**src/rtl/vga_sync_monitor_if.sv**
```systemverilog
// Video stream as produced by the VGA source: 3-bit colour plus horizontal and
// vertical sync, one pixel per clock.
interface vga_sync_monitor_if;
  logic [2:0] rgb_in;
  logic       h_sync_i;
  logic       v_sync_i;

  modport master (output rgb_in, h_sync_i, v_sync_i);
  modport slave  (input  rgb_in, h_sync_i, v_sync_i);
endinterface

```
**src/rtl/vga_sync_monitor.sv**
```systemverilog
// Receive-side VGA checker: recovers pixel coordinates from the sync pulses,
// verifies line/frame timing, tracks lock and samples the colour at one probe point.
module vga_sync_monitor #(
  parameter int H_ACTIVE = 640,
  parameter int H_FP     = 16,
  parameter int H_SYNC   = 96,
  parameter int H_BP     = 48,
  parameter int V_ACTIVE = 480,
  parameter int V_FP     = 10,
  parameter int V_SYNC   = 2,
  parameter int V_BP     = 33,
  parameter int SYNC_POL = 0
) (
  input  logic                clk,
  input  logic                reset,
  vga_sync_monitor_if.slave   vid,
  input  logic [9:0]          probe_x,
  input  logic [9:0]          probe_y,
  input  logic                err_clr,
  output logic                locked,
  output logic                pix_valid,
  output logic [9:0]          pix_x,
  output logic [9:0]          pix_y,
  output logic [2:0]          pix_rgb,
  output logic [7:0]          frame_count,
  output logic [2:0]          probe_rgb,
  output logic                probe_valid,
  output logic                hsync_err,
  output logic                vsync_err
);

  localparam int H_TOTAL = H_ACTIVE + H_FP + H_SYNC + H_BP;
  localparam int V_TOTAL = V_ACTIVE + V_FP + V_SYNC + V_BP;
  localparam int H_START = H_SYNC + H_BP;
  localparam int V_START = V_SYNC + V_BP;

  localparam logic [9:0] H_LAST  = 10'(H_TOTAL - 1);
  localparam logic [9:0] V_LAST  = 10'(V_TOTAL - 1);
  localparam logic [9:0] H_SW    = 10'(H_SYNC - 1);
  localparam logic [9:0] V_SW    = 10'(V_SYNC);
  localparam logic [9:0] H_LO    = 10'(H_START);
  localparam logic [9:0] H_HI    = 10'(H_START + H_ACTIVE);
  localparam logic [9:0] V_LO    = 10'(V_START);
  localparam logic [9:0] V_HI    = 10'(V_START + V_ACTIVE);
  localparam logic [9:0] CNT_MAX = 10'h3FF;
  localparam logic       ACTIVE  = 1'(SYNC_POL);

  typedef enum logic [1:0] {SEARCH, ALIGN, LOCKED} state_t;

  state_t     state;
  logic       hs_p1, vs_p1, hs_p2, vs_p2;
  logic [2:0] rgb_p1, rgb_p2;
  logic [9:0] hcnt, vcnt, vw;
  logic       vpend, h_seen, v_seen;
  logic       hs_on_p1, hs_on_p2, vs_on_p1, vs_on_p2;
  logic       hle, htrail, vle, vtrail;
  logic       h_err, v_err, any_err, hit;

  // Stage 1 / stage 2: pin capture, then one more delay for edge detection
  always_ff @(posedge clk) begin
    if (reset) begin
      hs_p1 <= ~ACTIVE;
      vs_p1 <= ~ACTIVE;
      hs_p2 <= ~ACTIVE;
      vs_p2 <= ~ACTIVE;
    end else begin
      hs_p1 <= vid.h_sync_i;
      vs_p1 <= vid.v_sync_i;
      hs_p2 <= hs_p1;
      vs_p2 <= vs_p1;
    end
  end

  always_ff @(posedge clk) begin
    rgb_p1 <= vid.rgb_in;
    rgb_p2 <= rgb_p1;
  end

  always_comb begin
    hs_on_p1 = (hs_p1 == ACTIVE);
    hs_on_p2 = (hs_p2 == ACTIVE);
    vs_on_p1 = (vs_p1 == ACTIVE);
    vs_on_p2 = (vs_p2 == ACTIVE);
    hle      = hs_on_p1 && !hs_on_p2;
    htrail   = !hs_on_p1 && hs_on_p2;
    vle      = vs_on_p1 && !vs_on_p2;
    vtrail   = !vs_on_p1 && vs_on_p2;
    // hcnt tracks the stage-2 pixel, so at the trailing edge it holds width-1
    h_err    = h_seen && ((hle && (hcnt != H_LAST)) || (htrail && (hcnt != H_SW)));
    v_err    = v_seen && ((vle && (vcnt != V_LAST)) || (vtrail && (vw != V_SW)));
    any_err  = h_err || v_err;
  end

  // Stage 2 -> counters, lock state and sticky flags
  always_ff @(posedge clk) begin
    if (reset) begin
      state       <= SEARCH;
      hcnt        <= '0;
      vcnt        <= '0;
      vw          <= '0;
      vpend       <= 1'b0;
      h_seen      <= 1'b0;
      v_seen      <= 1'b0;
      hsync_err   <= 1'b0;
      vsync_err   <= 1'b0;
      frame_count <= '0;
    end else begin
      if (hle)                  hcnt <= '0;
      else if (hcnt != CNT_MAX) hcnt <= hcnt + 10'd1;

      // A VLE coinciding with an HLE lets that same HLE start the frame
      if (hle) begin
        if (vpend || vle)         vcnt <= '0;
        else if (vcnt != CNT_MAX) vcnt <= vcnt + 10'd1;
        vpend <= 1'b0;
      end else if (vle) begin
        vpend <= 1'b1;
      end

      if (vle)                                  vw <= hle ? 10'd1 : 10'd0;
      else if (hle && vs_on_p1 && vw != CNT_MAX) vw <= vw + 10'd1;

      if (any_err)  h_seen <= 1'b0;
      else if (hle) h_seen <= 1'b1;
      if (any_err)  v_seen <= 1'b0;
      else if (vle) v_seen <= 1'b1;

      if (h_err)        hsync_err <= 1'b1;
      else if (err_clr) hsync_err <= 1'b0;
      if (v_err)        vsync_err <= 1'b1;
      else if (err_clr) vsync_err <= 1'b0;

      if (any_err) begin
        state <= SEARCH;
      end else if (vle) begin
        case (state)
          SEARCH:  state <= ALIGN;
          ALIGN:   state <= LOCKED;
          LOCKED:  frame_count <= frame_count + 8'd1;
          default: state <= SEARCH;
        endcase
      end
    end
  end

  always_comb begin
    locked    = (state == LOCKED);
    pix_valid = locked && (hcnt >= H_LO) && (hcnt < H_HI) && (vcnt >= V_LO) && (vcnt < V_HI);
    pix_x     = pix_valid ? (hcnt - H_LO) : '0;
    pix_y     = pix_valid ? (vcnt - V_LO) : '0;
    pix_rgb   = pix_valid ? rgb_p2 : '0;
    hit       = pix_valid && (pix_x == probe_x) && (pix_y == probe_y);
  end

  // Stage 3: probe capture
  always_ff @(posedge clk) begin
    if (reset) begin
      probe_rgb   <= '0;
      probe_valid <= 1'b0;
    end else begin
      probe_valid <= hit;
      if (hit) probe_rgb <= pix_rgb;
    end
  end

endmodule
```
**src/flat_wrapper.sv**
```systemverilog
// flat-port wrapper written by rule: the top's interface ports become plain ports
module vga_sync_monitor_flat 
#(
  parameter int H_ACTIVE = 640,
  parameter int H_FP     = 16,
  parameter int H_SYNC   = 96,
  parameter int H_BP     = 48,
  parameter int V_ACTIVE = 480,
  parameter int V_FP     = 10,
  parameter int V_SYNC   = 2,
  parameter int V_BP     = 33,
  parameter int SYNC_POL = 0
)
  (clk, reset, probe_x, probe_y, err_clr, locked, pix_valid, pix_x, pix_y, pix_rgb, frame_count, probe_rgb, probe_valid, hsync_err, vsync_err, vid_rgb_in, vid_h_sync_i, vid_v_sync_i);
  vga_sync_monitor_if vid_i ();
  input  logic clk;
  input  logic reset;
  input  logic [9:0] probe_x;
  input  logic [9:0] probe_y;
  input  logic err_clr;
  output logic locked;
  output logic pix_valid;
  output logic [9:0] pix_x;
  output logic [9:0] pix_y;
  output logic [2:0] pix_rgb;
  output logic [7:0] frame_count;
  output logic [2:0] probe_rgb;
  output logic probe_valid;
  output logic hsync_err;
  output logic vsync_err;
  input wire logic [$bits(vid_i.rgb_in)-1:0] vid_rgb_in;
  input wire logic [$bits(vid_i.h_sync_i)-1:0] vid_h_sync_i;
  input wire logic [$bits(vid_i.v_sync_i)-1:0] vid_v_sync_i;
  assign vid_i.rgb_in = vid_rgb_in;
  assign vid_i.h_sync_i = vid_h_sync_i;
  assign vid_i.v_sync_i = vid_v_sync_i;
  vga_sync_monitor #(.H_ACTIVE(H_ACTIVE), .H_FP(H_FP), .H_SYNC(H_SYNC), .H_BP(H_BP), .V_ACTIVE(V_ACTIVE), .V_FP(V_FP), .V_SYNC(V_SYNC), .V_BP(V_BP), .SYNC_POL(SYNC_POL)) u_core (.clk(clk), .reset(reset), .vid(vid_i), .probe_x(probe_x), .probe_y(probe_y), .err_clr(err_clr), .locked(locked), .pix_valid(pix_valid), .pix_x(pix_x), .pix_y(pix_y), .pix_rgb(pix_rgb), .frame_count(frame_count), .probe_rgb(probe_rgb), .probe_valid(probe_valid), .hsync_err(hsync_err), .vsync_err(vsync_err));
endmodule
```
**config.mk**
```make
export PLATFORM = sky130hd
export DESIGN_NAME = vga_sync_monitor_flat
export DESIGN_NICKNAME = d
export VERILOG_FILES = /design/src/rtl/vga_sync_monitor_if.sv /design/src/rtl/vga_sync_monitor.sv /design/src/flat_wrapper.sv
export SDC_FILE = /design/constraint.sdc
export NUM_CORES = 1
export LEC_CHECK = 0
export ABC_AREA = 0
export CAP_MARGIN = 20
export CORE_MARGIN = 2
export CORE_UTILIZATION = 40
export DETAILED_ROUTE_END_ITERATION = 10
export GPL_TIMING_DRIVEN = 0
export SETUP_SLACK_MARGIN = 0.02
export SYNTH_ARGS = -nofsm -noshare
export SYNTH_HDL_FRONTEND = slang
export SYNTH_SLANG_ARGS = --single-unit
```
**constraint.sdc**
```tcl
create_clock -name clk -period 4.5 [get_ports clk]
set_input_delay 0.9 -clock clk [delete_from_list [all_inputs] [get_ports clk]]
set_output_delay 0.9 -clock clk [all_outputs]
set_load 0.02 [all_outputs]
```
==> out/metrics.cfg <==
[power]
ir_drop_mv = 0.201
intPower_uw = 800
swShare = 0.267
power_switching_uw = 291
pwr-share-clk = 0.411
pwr-share-seq = 0.497
p_per_area_nw_per_um2 = 237
p_leak_nw = 1.61
power_mw = 1.09
comb_power_share = 0.092

[clock_network]
insertion_delay_ns = 0.34
htreeDepth = 3
clkSinkCount = 59
post_cts_buffers = 0
path_clk_slew_ns = 0.07
cts_hold_buf = 0
cts_tree = built
cts_made_buffers = 9
cts_buffer_depth = 2
root_buffer = clkbuf_8

[floorplan]
die_h_um = 99.2
dieArea_um2 = 9840
fp.dieW_um = 99.2
rows = 34
core_um2 = 8760
start_util = 0.414
io_pins = 67

[global_route]
grt_pass1_vias = 3249
grt_pass1_wl_mm = 15.5
grtUsageTotal = 0.193
grt_max_degree = 13
antenna_found_initial = 0
gr-total-overflow = 0

[layout]
most-common-layout-cells = nor2_1, clkdlybuf4s50_1, dfxtp_1
area_growth_pct = 27.0
fin_cells = 629
layout-drive-gt1-share = 0.0960
nets = 554
final_common_cell = nor2_1
diodes = 0

[timing]
worst_slack_ns = 0.303
finalHoldViolCount = 0
max_freq_ghz = 0.238
setup_violations = 0
fin_skew_ns = 0.00663
grt_setup_unrepaired = false
setup_tns_ns = 0
final-max-slew-violation-count = 0
tightest_slew_ns = 0.643
fin_crit_sh = 0.933
min_period_ns = 4.20
slew_headroom = 0.571

[worst_setup_path]
max_stage_delay_ns = 0.61
crit_path_top_delay_cell = clkdlybuf4s50_1
crit_type = reg -> out
worstPathMaxFanout = 10
end_kind = primary output
start_kind = flip-flop
required_ns = 3.60
crit_chain = ha_1 > buf_2 > o41a_1 > nor2_1 > o21a_1 > buf_6 > or2_1 > buf_6 > clkbuf_1 > nor2_1 > clkdlybuf4s50_1
cp.arrival_ns = 3.30

[logic_synthesis]
synthArstFlopShare = 0
synth_edf_count = 0
synth_cell_types = 68
syn-instance-count = 440
syn-cell-area_um2 = 3630
syn-num-nets = 478
synthFlopType = dfxtp_1
yosysSeqAreaShare = 0.326
syn_avg_cell_area_um2 = 8.24
ys_ff_latch = 59
ys_warn_count = 0

[route]
wl_met1_mm = 4.42
vias = 3382
viasPerCell = 5.38
drt-wirelength-per-cell_um = 14.6
drt-total-wl_mm = 9.20
postRouteAntennaNets = 0
drt_iter0_drc = 136
topRoutingLayerUsed = met4
route.met3.wl_um = 509
drc = 0
met2_length_mm = 4.18
dr.pass1.iters = 4

[placed_design]
hpwl_mm = 6.99
numPortBuffers = 66
place_inst = 614
gp_congestion = 0.841
dp_slack_ns = 0.384

[worst_hold_path]
hold_path.class = reg -> reg

[job]
maxCapViolations = 0

[outcome]
status = completed

[metal layers]
metal  global-route usage  vias up
met5                    0        -
met4               0.0664        0
met3               0.0387        8
met2                0.295       82
met1                0.272     1601
li1                     -     1691
[power groups by stage]
stage / logic [mW] / clock network (mW) / registers, mW
2_1_floorplan: 0.0545 / 0 / 0.552
3_3_place_gp: 0.0989 / 0 / 0.554
3_5_place_dp: 0.101 / 0 / 0.554
4_1_cts: 0.101 / 0.465 / 0.542
5_1_grt: 0.112 / 0.493 / 0.544
6_report: 0.101 / 0.449 / 0.542
[stage by stage]
step	hold slack [ns]	area [um^2]	utilization
4_1_cts	0.335	4600	0.525
3_3_place_gp	0.312	4420	0.505
3_5_place_dp	0.316	4420	0.505
6_report	0.330	4600	0.525
5_1_grt	0.338	4600	0.525
2_1_floorplan	0.310	3630	-
[Yosys cell counts (2+ instances only)]
library cell | n | area share
nand2b_1 | 17 | 0.029
nand4_1 | 15 | 0.026
o21ai_1 | 2 | 0.0028
nand3b_1 | 2 | 0.0041
mux2i_1 | 4 | 0.011
clkbuf_1 | 14 | 0.014
nor4_1 | 3 | 0.0052
and3b_1 | 2 | 0.0048
a31oi_1 | 4 | 0.0069
o2111ai_1 | 2 | 0.0048
or2_2 | 5 | 0.0086
and3_1 | 4 | 0.0069
o31ai_1 | 4 | 0.0083
nand3_1 | 14 | 0.019
buf_4 | 3 | 0.0062
or4_1 | 3 | 0.0062
or3_1 | 8 | 0.014
o21a_1 | 4 | 0.0083
nor2_1 | 69 | 0.071
nand2_1 | 19 | 0.020
ha_1 | 10 | 0.035
a2111oi_4 | 2 | 0.015
nor4b_1 | 2 | 0.0048
inv_1 | 14 | 0.014
dfxtp_1 | 59 | 0.33
nor3_1 | 17 | 0.023
o21ai_0 | 13 | 0.018
buf_2 | 7 | 0.0097
o31a_1 | 4 | 0.0097
xor2_1 | 14 | 0.034
and2_1 | 9 | 0.016
a21oi_1 | 16 | 0.022
nor2b_1 | 10 | 0.017
buf_6 | 3 | 0.0093
xnor2_1 | 29 | 0.070
[worst max-delay path, delay by kind of cell, from the launching register on]
kind,cells,cell delay [ns]
adders and majority gates,1,0.20
buffers and inverters,5,1.35
AOI/OAI and AO/OA,2,0.41
and+or+nand+nor,3,0.46
DFF,1,0.53
[state kept, by name (all words and copies together), names as in the netlist]
signal,count
u_core.vpend,1
u_core.vsync_err,1
u_core.vs_p2,1
u_core.hcnt,10
u_core.state,2
u_core.vs_p1,1
u_core.hsync_err,1
u_core.vcnt,10
u_core.probe_valid,1
u_core.hs_p2,1
u_core.rgb_p1,3
u_core.v_seen,1
u_core.vw,10
u_core.hs_p1,1
u_core.h_seen,1
u_core.probe_rgb,3
u_core.rgb_p2,3
u_core.frame_count,8
[cells by family after synthesis]
group / share of synthesized area
flops: 0.326
fa+ha+maj: 0.0345
compound gates: 0.149
xor+xnor: 0.110
mux: 0.0110
buf+inv: 0.0566
simple gates: 0.313
[timing repair]
action | in CTS | in global routing
hold endpoints to repair | 0 | 0
setup endpoints to repair | 3 | 2
gates resized for setup | 0 | 1
pin swaps | 0 | 0
[final cells by class]
cell class	count	area (um^2)
inverter	15	61.3
multi-input combinational	339	2240
sequential	59	1180
buffer	26	140
clock inverter	6	47.5
timing repair buffer	66	661
clock buffer	10	138
fill	860	4160
tap	108	135
[worst paths after layout]
kind	from	to	slack (ns)	cells past startpoint
setup / recovery	u_core.vcnt[1]	pix_y[4]	0.30	11
hold / removal	u_core.rgb_p1[2]	u_core.rgb_p2[2]	0.33	0
hold reg to reg	u_core.rgb_p1[2]	u_core.rgb_p2[2]	0.33	0
setup reg to reg	u_core.vcnt[1]	u_core.probe_rgb[0]	1.44	12
(Power assumes the default switching activity.)
